### src/rtl/l2_mem_arbiter_pkg.sv
`default_nettype none
// +----------------------------------------------------------------------------+
// | Module      : l2_mem_arbiter_pkg                                            |
// | Description : Shared types for the L1-to-L2 line arbiter.                   |
// | Revision    : 1.0 - initial release                                         |
// +----------------------------------------------------------------------------+
package l2_mem_arbiter_pkg;

   localparam int LC3B_WORD_W    = 16;
   localparam int LC3B_L1_LINE_W = 128;

   typedef logic [LC3B_WORD_W-1:0]    lc3b_word;
   typedef logic [LC3B_L1_LINE_W-1:0] lc3b_L1_line;

   typedef enum logic [2:0] {
      ARB_IDLE    = 3'd0,
      ARB_INST    = 3'd1,
      ARB_DATA_RD = 3'd2,
      ARB_DATA_WR = 3'd3,
      ARB_TURN    = 3'd4
   } lc3b_arb_state;

   typedef enum logic {
      OWN_INST = 1'b0,
      OWN_DATA = 1'b1
   } lc3b_arb_owner;

   function automatic lc3b_arb_owner other_owner(input lc3b_arb_owner o);
      return (o == OWN_INST) ? OWN_DATA : OWN_INST;
   endfunction

endpackage
`default_nettype wire

### src/rtl/l2_mem_arbiter_if.sv
`default_nettype none
// +----------------------------------------------------------------------------+
// | Module      : l2_mem_arbiter_if                                             |
// | Description : L1 request / L2 command bundle seen by the arbiter.           |
// | Revision    : 1.0 - initial release                                         |
// +----------------------------------------------------------------------------+
interface l2_mem_arbiter_if #(
   parameter int ADDR_W = 16,
   parameter int LINE_W = 128
);
   logic              inst_rd_req;
   logic [ADDR_W-1:0] inst_address;
   logic              data_rd_req;
   logic              data_wr_req;
   logic [ADDR_W-1:0] data_address;
   logic [LINE_W-1:0] data_wdata;
   logic              L2_resp;
   logic              L2_read;
   logic              L2_write;
   logic [ADDR_W-1:0] L2_address;
   logic [LINE_W-1:0] L2_wdata;
   logic              arb_inst_resp;
   logic              arb_data_resp;
   logic              busy;

   // Arbiter side
   modport master (
      input  inst_rd_req, inst_address, data_rd_req, data_wr_req,
             data_address, data_wdata, L2_resp,
      output L2_read, L2_write, L2_address, L2_wdata,
             arb_inst_resp, arb_data_resp, busy
   );

   // Cache / memory side
   modport slave (
      output inst_rd_req, inst_address, data_rd_req, data_wr_req,
             data_address, data_wdata, L2_resp,
      input  L2_read, L2_write, L2_address, L2_wdata,
             arb_inst_resp, arb_data_resp, busy
   );
endinterface
`default_nettype wire

### src/rtl/l2_mem_arbiter_rr_select.sv
`default_nettype none
// +----------------------------------------------------------------------------+
// | Module      : arb_rr_select                                                 |
// | Description : Two-way round-robin pick between icache and dcache.           |
// | Revision    : 1.0 - initial release                                         |
// +----------------------------------------------------------------------------+
module arb_rr_select
   import l2_mem_arbiter_pkg::*;
(
   input  wire logic    inst_req,
   input  wire logic    data_req,
   input  lc3b_arb_owner last_owner,
   output logic          grant_valid,
   output lc3b_arb_owner grant_owner
);

   always_comb begin
      grant_valid = inst_req | data_req;
      grant_owner = OWN_INST;
      // On a tie the side that did not win last time goes next
      if (inst_req && data_req) begin
         grant_owner = other_owner(last_owner);
      end else if (data_req) begin
         grant_owner = OWN_DATA;
      end
   end

endmodule
`default_nettype wire

### src/rtl/l2_mem_arbiter.sv
`default_nettype none
// +----------------------------------------------------------------------------+
// | Module      : l2_mem_arbiter                                                |
// | Description : Shares one L2 port between icache and dcache, one line at a   |
// |               time, round-robin on contention.                              |
// | Revision    : 1.0 - initial release                                         |
// +----------------------------------------------------------------------------+
module l2_mem_arbiter
   import l2_mem_arbiter_pkg::*;
#(
   parameter int ADDR_W = LC3B_WORD_W,
   parameter int LINE_W = LC3B_L1_LINE_W
) (
   input wire logic          clk,
   input wire logic          rst,
   l2_mem_arbiter_if.master  bus
);

   lc3b_arb_state     state_q,      state_d;
   lc3b_arb_owner     last_owner_q, last_owner_d;
   logic [ADDR_W-1:0] addr_q,       addr_d;
   logic [LINE_W-1:0] wdata_q,      wdata_d;

   logic              w_data_req;
   logic              w_grant_valid;
   lc3b_arb_owner     w_grant_owner;
   logic              w_owned;

   assign w_data_req = bus.data_rd_req | bus.data_wr_req;

   arb_rr_select u_rr_select (
      .inst_req    (bus.inst_rd_req),
      .data_req    (w_data_req),
      .last_owner  (last_owner_q),
      .grant_valid (w_grant_valid),
      .grant_owner (w_grant_owner)
   );

   always_comb begin
      state_d      = state_q;
      last_owner_d = last_owner_q;
      addr_d       = addr_q;
      wdata_d      = wdata_q;
      case (state_q)
         ARB_IDLE: begin
            if (w_grant_valid) begin
               last_owner_d = w_grant_owner;
               if (w_grant_owner == OWN_INST) begin
                  state_d = ARB_INST;
                  addr_d  = bus.inst_address;
               end else begin
                  addr_d = bus.data_address;
                  // Writeback goes out before the fill of the same miss
                  if (bus.data_wr_req) begin
                     state_d = ARB_DATA_WR;
                     wdata_d = bus.data_wdata;
                  end else begin
                     state_d = ARB_DATA_RD;
                  end
               end
            end
         end
         ARB_INST, ARB_DATA_RD, ARB_DATA_WR: begin
            if (bus.L2_resp) begin
               state_d = ARB_TURN;
            end
         end
         ARB_TURN: state_d = ARB_IDLE;
         default:  state_d = ARB_IDLE;
      endcase
   end

   always_ff @(posedge clk or posedge rst) begin
      if (rst) begin
         state_q      <= ARB_IDLE;
         last_owner_q <= OWN_DATA;
         addr_q       <= '0;
         wdata_q      <= '0;
      end else begin
         state_q      <= state_d;
         last_owner_q <= last_owner_d;
         addr_q       <= addr_d;
         wdata_q      <= wdata_d;
      end
   end

   assign w_owned = (state_q == ARB_INST) || (state_q == ARB_DATA_RD) ||
                    (state_q == ARB_DATA_WR);

   assign bus.L2_read       = (state_q == ARB_INST) || (state_q == ARB_DATA_RD);
   assign bus.L2_write      = (state_q == ARB_DATA_WR);
   assign bus.L2_address    = addr_q;
   assign bus.L2_wdata      = wdata_q;
   // Completion is forwarded in the same cycle L2 signals it, and only to the owner
   assign bus.arb_inst_resp = bus.L2_resp && (state_q == ARB_INST);
   assign bus.arb_data_resp = bus.L2_resp && w_owned && (state_q != ARB_INST);
   assign bus.busy          = (state_q != ARB_IDLE);

endmodule
`default_nettype wire
### src/flat_wrapper.sv
// flat-port wrapper written by rule: the top's interface ports become plain ports
module l2_mem_arbiter_flat import l2_mem_arbiter_pkg::*;
#(
   parameter int ADDR_W = LC3B_WORD_W,
   parameter int LINE_W = LC3B_L1_LINE_W
)
  (clk, rst, bus_inst_rd_req, bus_inst_address, bus_data_rd_req, bus_data_wr_req, bus_data_address, bus_data_wdata, bus_L2_resp, bus_L2_read, bus_L2_write, bus_L2_address, bus_L2_wdata, bus_arb_inst_resp, bus_arb_data_resp, bus_busy);
  l2_mem_arbiter_if #(.ADDR_W(ADDR_W), .LINE_W(LINE_W)) bus_i ();
  input wire logic clk;
  input wire logic rst;
  input wire logic [$bits(bus_i.inst_rd_req)-1:0] bus_inst_rd_req;
  input wire logic [$bits(bus_i.inst_address)-1:0] bus_inst_address;
  input wire logic [$bits(bus_i.data_rd_req)-1:0] bus_data_rd_req;
  input wire logic [$bits(bus_i.data_wr_req)-1:0] bus_data_wr_req;
  input wire logic [$bits(bus_i.data_address)-1:0] bus_data_address;
  input wire logic [$bits(bus_i.data_wdata)-1:0] bus_data_wdata;
  input wire logic [$bits(bus_i.L2_resp)-1:0] bus_L2_resp;
  output wire logic [$bits(bus_i.L2_read)-1:0] bus_L2_read;
  output wire logic [$bits(bus_i.L2_write)-1:0] bus_L2_write;
  output wire logic [$bits(bus_i.L2_address)-1:0] bus_L2_address;
  output wire logic [$bits(bus_i.L2_wdata)-1:0] bus_L2_wdata;
  output wire logic [$bits(bus_i.arb_inst_resp)-1:0] bus_arb_inst_resp;
  output wire logic [$bits(bus_i.arb_data_resp)-1:0] bus_arb_data_resp;
  output wire logic [$bits(bus_i.busy)-1:0] bus_busy;
  assign bus_i.inst_rd_req = bus_inst_rd_req;
  assign bus_i.inst_address = bus_inst_address;
  assign bus_i.data_rd_req = bus_data_rd_req;
  assign bus_i.data_wr_req = bus_data_wr_req;
  assign bus_i.data_address = bus_data_address;
  assign bus_i.data_wdata = bus_data_wdata;
  assign bus_i.L2_resp = bus_L2_resp;
  assign bus_L2_read = bus_i.L2_read;
  assign bus_L2_write = bus_i.L2_write;
  assign bus_L2_address = bus_i.L2_address;
  assign bus_L2_wdata = bus_i.L2_wdata;
  assign bus_arb_inst_resp = bus_i.arb_inst_resp;
  assign bus_arb_data_resp = bus_i.arb_data_resp;
  assign bus_busy = bus_i.busy;
  l2_mem_arbiter #(.ADDR_W(ADDR_W), .LINE_W(LINE_W)) u_core (.clk(clk), .rst(rst), .bus(bus_i));
endmodule
### config.mk
export PLATFORM = sky130hd
export DESIGN_NAME = l2_mem_arbiter_flat
export DESIGN_NICKNAME = d
export VERILOG_FILES = /design/src/rtl/l2_mem_arbiter_pkg.sv /design/src/rtl/l2_mem_arbiter_if.sv /design/src/rtl/l2_mem_arbiter_rr_select.sv /design/src/rtl/l2_mem_arbiter.sv /design/src/flat_wrapper.sv
export SDC_FILE = /design/constraint.sdc
export NUM_CORES = 1
export LEC_CHECK = 0
export CAP_MARGIN = 20
export CORE_ASPECT_RATIO = 1.1
export CORE_MARGIN = 1.5
export CORE_UTILIZATION = 37
export DETAILED_ROUTE_END_ITERATION = 6
export GPL_ROUTABILITY_DRIVEN = 0
export HOLD_SLACK_MARGIN = 0.08
export PLACE_DENSITY = 0.8
export SETUP_SLACK_MARGIN = 0.05
export SYNTH_ARGS = -nofsm -noshare
export SYNTH_HDL_FRONTEND = slang
export SYNTH_SLANG_ARGS = --single-unit
### constraint.sdc
create_clock -name clk -period 4.7 [get_ports clk]
set_clock_uncertainty 0.2 [all_clocks]
set_input_delay 0.47 -clock clk [delete_from_list [all_inputs] [get_ports clk]]
set_output_delay 0.47 -clock clk [all_outputs]
set_load 0.01 [all_outputs]
; Word level (Yosys, flattened, before mapping)
; Cells that the tools add are included.
; Widths: inputs -> output; s select.
[word_totals]
ff_bits = 148
wordCells = 33
[classes]
mux = 9
eq_ne = 6
reduce_logical = 12
bitwise = 2
[op_table]
columns = cell, count
row1 = $mux 16, 1
row2 = $mux 3, 3
row3 = $eq 3x2->1 const B, 2
row4 = $pmux 3 s2, 1
row5 = $logic_and 1x1->1, 4
row6 = $mux 1, 4
row7 = $ne 2x2->1 const B, 2
row8 = $reduce_and 2->1, 2
row9 = $reduce_and 4->1, 1
row10 = $eq 3x1->1 const B, 1
row11 = $logic_not 3->1, 1
row12 = $ne 3x1->1 const B, 1
row13 = $reduce_bool 3->1, 1
row14 = $reduce_or 3->1, 1
row15 = $logic_or 1x1->1, 2
row16 = $or 1x1->1, 2

; Longest topological paths before layout
[logic_depth]
ltp_word = 6
depth_mapped = 6
depth_no_buf = 3

; By module
; A second synthesis with hierarchy kept.
[hier_totals]
hier_cells = 369
area_unflattened_um2 = 5952.0
[by_module_without_submodules]
columns = mod, area_each_um2, cells_per_inst, n_inst, seq_area_each_um2
row1 = l2_mem_arbiter, 5938.2, 367, 1, 3704.8
row2 = arb_rr_select, 13.8, 2, 1, 0.0

; Worst setup path after synthesis
; OpenSTA, ideal clock, no wires.
[synth_path]
kind = reg2reg
from = register u_core.state_q[1]
to = register u_core.addr_q[0], in the netlist u_core.bus.L2_address[0]
n_path_buf = 2
slack_ns = 2.905
setup_ns = 0.125
t_arrival_ns = 1.471
path_stages_with_launch = 6
required_time_ns = 4.375
cell_sequence = dfrtp_1 > nor3_4 > o31a_2 > buf_4 > buf_6 > mux2_2
[synth_between]
elab_chain_len = 2
[synth_rtl]
columns = element, line_no
row1 = from (decl), l2_mem_arbiter.sv:19  ; lc3b_arb_state state_q, state_d;
row2 = from (signal assigned), l2_mem_arbiter.sv:80  ; state_q <= state_d;
row3 = $logic_not 3->1, l2_mem_arbiter.sv:44  ; case (state_q)
row4 = $reduce_and 2->1 (no line), n/a
row5 = to (signal assigned), l2_mem_arbiter.sv:82  ; addr_q <= addr_d;
row6 = to (decl), l2_mem_arbiter.sv:21  ; logic [ADDR_W-1:0] addr_q, addr_d;
; No other way between the ends.
; A chain may end at the register's enable or synchronous reset.

; Worst setup path after layout
[layout_path]
from = input port bus_L2_resp
to = output port bus_arb_inst_resp
[layout_between]
elab_chain_len = 1
[layout_rtl]
columns = element, line_no
row1 = from (decl), flat_wrapper.sv:17  ; input wire logic [$bits(bus_i.L2_resp)-1:0] bus_L2_resp;
row2 = $logic_and 1x1->1, l2_mem_arbiter.sv:95  ; assign bus.arb_inst_resp = bus.L2_resp && (state_q == ARB_INST);
row3 = to (decl), flat_wrapper.sv:22  ; output wire logic [$bits(bus_i.arb_inst_resp)-1:0] bus_arb_inst_resp;
; No other way between the ends.

==> metrics.md <==
| Metric | Value |
|---|---|
| Status | complete, no violations |
| DP Cell Count | 883 |
| FP Rows | 50 |
| Worst EP required | 4.03 ns |
| Netlist cell types | 22 |
| Synthesized area | 0.00643 mm^2 |
| Clk Latency, worst-skew pair | 0.41 ns |
| Adder-cell share of the synthesized area | 0 |
| Total Power | 7.06 mW |
| Hold crit path type | flop to flop |
| DR WL/cell | 17.4 um |
| Layout Nets | 834 |
| Dpl hpwl | 11500 um |
| Vias per inst | 4.51 |
| Floorplan core area | 0.0170 mm^2 |
| Clock transition at the registers of the reported paths | 0.07 ns |
| Top post-synthesis cells by area | dfrtp_1, mux2_4, mux2_2, buf_12, buf_6 |
| Htree depth | 4 |
| Final Util | 0.599 |
| Slew Limit Headroom | 0.409 |
| Synth Area in XOR/XNOR | 0.00136 |
| DRT iter0 DRCs | 101 |
| ANT nets after route | 0 |
| Drt drc | 0 |
| Setup Crit Path Kind | input pin to output pin |
| Post-route insts no fill | 915 |
| Max Fclk | 0.400 GHz |
| Max IR drop VDD | 0.294 mV |
| Final Routed Wirelength | 15900 um |
| # setup viols final | 0 |
| EDFF count, synth | 0 |
| First drt pass iteration count | 4 |
| Cell repeated most along the worst path | clkdlybuf4s50_1 |
| Num ports | 315 |
| Area Growth Syn to Fin | 58.6% |
| Synth top area share | 0.572 |
| DIE HEIGHT | 141 um |
| Post-synth top flop | dfrtp_1 |
| PortBufs | 314 |
| Crit-path cells | clkdlybuf4s50_1 > and4bb_2 > clkdlybuf4s50_1 |
| Leading area contributor after synthesis | dfrtp_1 |
| Final min period | 2.50 ns |
| Die X | 129 um |
| Synthesized netlist cell count | 349 |
| Num CTS Buffers | 17 |
| First-pass GRT wire length | 24700 um |
| FF+latch count, synth | 148 |
| Initial cell density of the core | 0.378 |
| CTS tree | yes |
| Count of final hold-check violations | 0 |
| Clock root buffer | clkbuf_16 |
| RSZ-0062 raised after global routing | no |
| Area of the die | 0.0182 mm^2 |
| Largest family of logic cells by synthesized area | multiplexers |
| Setup crit start kind | input pin |
| Vias in the first global route | 4608 |
| Overall routing resource usage | 0.177 |
| Syn Nets | 515 |
| Critical path capture point type | output pin |
| Synth Area in Compound Gates | 0.00915 |
| Synth Area in Simple Gates | 0.0142 |
| Cts repair resizes | 0 |
| Slew @ Worst Pin | 0.887 ns |
| Post-synthesis mux area share | 0.352 |
| Asr flop ratio synth | 1.00 |
| CP max stage delay | 0.55 ns |
| Register area share after synthesis | 0.576 |
| Ant. Diodes | 0 |
| Slew Limit Fails | 0 |
| Clk sinks | 148 |
| Max-Cap Viols | 0 |
| Peak fanout along the critical path | 5 |
| Period utilisation layout | 0.532 |
| Syn_area_per_cell | 18.4 um^2 |
| Fraction of layout cells with a size suffix above 1 | 0.298 |
| Final global-route overflow total | 0 |
| P_leak | 4.60 nW |
| TNS Setup | 0 ns |
| Initial antenna violation count | 0 |
| Vias | 4125 |
| Yosys warning count | 0 |
| Longest Clk Path Bufs | 2 |
| Largest net degree at the start of global routing | 101 |
| Post-synth top cells | dfrtp_1, mux2_4, mux2_2, buf_12, buf_6 |
| # hold bufs at CTS | 0 |
| Top-count cell post-synth | dfrtp_1 |
| Arr. time, crit path | 1.83 ns |
| Fillers | 1323 |
| PD cells | 693 mW/mm^2 |
| Setup Buffers After CTS | 0 |
| Crit path max-delay cell type | clkdlybuf4s50_1 |
-- cells in the final DEF, fill, tap and decap left out --
cell / n
clkdlybuf4s50_1: 314
dfrtp_1: 147
mux2_4: 120
mux2_2: 40
clkbuf_16: 17
inv_6: 6
nor2_1: 4
clkinvlp_4: 4
inv_1: 3
nor3b_1: 3
nand2_1: 2
clkinv_2: 2
buf_12: 2
buf_4: 2
nor3_4: 1
nand3_4: 1
xnor2_1: 1
and4bb_2: 1
o2bb2ai_4: 1
o31a_2: 1
mux2i_1: 1
o31ai_1: 1
o21ai_0: 1
o32ai_1: 1
clkbuf_8: 1
clkinv_8: 1
clkinv_4: 1
inv_8: 1
dfstp_2: 1
-- per-layer routing --
layer	routed length, um	vias up	GRT usage	share of wire
li1	-	1864	-	-
met1	6180	2030	0.203	0.39
met2	8010	201	0.302	0.50
met3	1280	30	0.0573	0.080
met4	433	0	0.0763	0.027
met5	0	-	0	0
-- worst paths after layout --
check                                                     start                                   end  slack (ns)  cells past startpoint
worst min-delay path            u_core.last_owner_q$_DFFE_PP1P_       u_core.last_owner_q$_DFFE_PP1P_        0.30                      2
min in group asynchronous                                   rst  u_core.bus.L2_wdata[110]$_DFFE_PP0P_        0.43                      2
worst min register to register  u_core.last_owner_q$_DFFE_PP1P_       u_core.last_owner_q$_DFFE_PP1P_        0.30                      2
max in group asynchronous                                   rst       u_core.last_owner_q$_DFFE_PP1P_        2.91                      3
worst max-delay path                                bus_L2_resp                     bus_arb_inst_resp        2.20                      3
worst max register to register    u_core.state_q[1]$_DFFE_PP0P_  u_core.bus.L2_address[9]$_DFFE_PP0P_        2.74                      3
-- registers in the layout (all words and copies together) (netlist names) --
register               flops
u_core.bus.L2_wdata      128
u_core.state_q             3
u_core.bus.L2_address     16
u_core.last_owner_q        1
-- per-stage QoR --
stage	worst slack, ns	area, um^2	hold WS [ns]
floorplan	0.0520	6430	0.272
CTS	2.20	10200	0.305
global placement	2.21	9640	0.281
detailed placement	2.14	9640	0.290
finish	2.20	10200	0.301
global route	2.15	10200	0.324
-- area by class of cell --
type	count	area, um^2	share of cell area
Inverter	4	20.0	0.00196
Tap cell	234	293	0.0287
Sequential cell	148	3700	0.363
Clock inverter	14	120	0.0118
Timing Repair Buffer	318	3200	0.314
Clock buffer	18	439	0.0431
Multi-Input combinational cell	179	2420	0.237
-- worst max-delay path, delay by kind of cell --
family	cells	cell delay, ns
AND/OR/NAND/NOR	1	0.26
buffers and inverters	2	1.10
-- where the power goes --
| part | switching, mW | internal (mW) | total [mW] |
|---|---|---|---|
| clock network | 0.579 | 0.704 | 1.28 |
| logic | 1.13 | 2.29 | 3.43 |
| registers | 0.412 | 1.94 | 2.35 |
| total | 2.12 | 4.94 | 7.06 |
-- kinds of logic (layout without fill, tap and decap cells) --
logic type / after synthesis / count (layout)
buffers and inverters: 22 / 354
multiplexers: 161 / 161
XOR/XNOR: 1 / 1
flip-flops: 148 / 148
AND/OR/NAND/NOR: 12 / 12
AO/OA/AOI/OAI: 5 / 5
(Power assumes the default switching activity.)
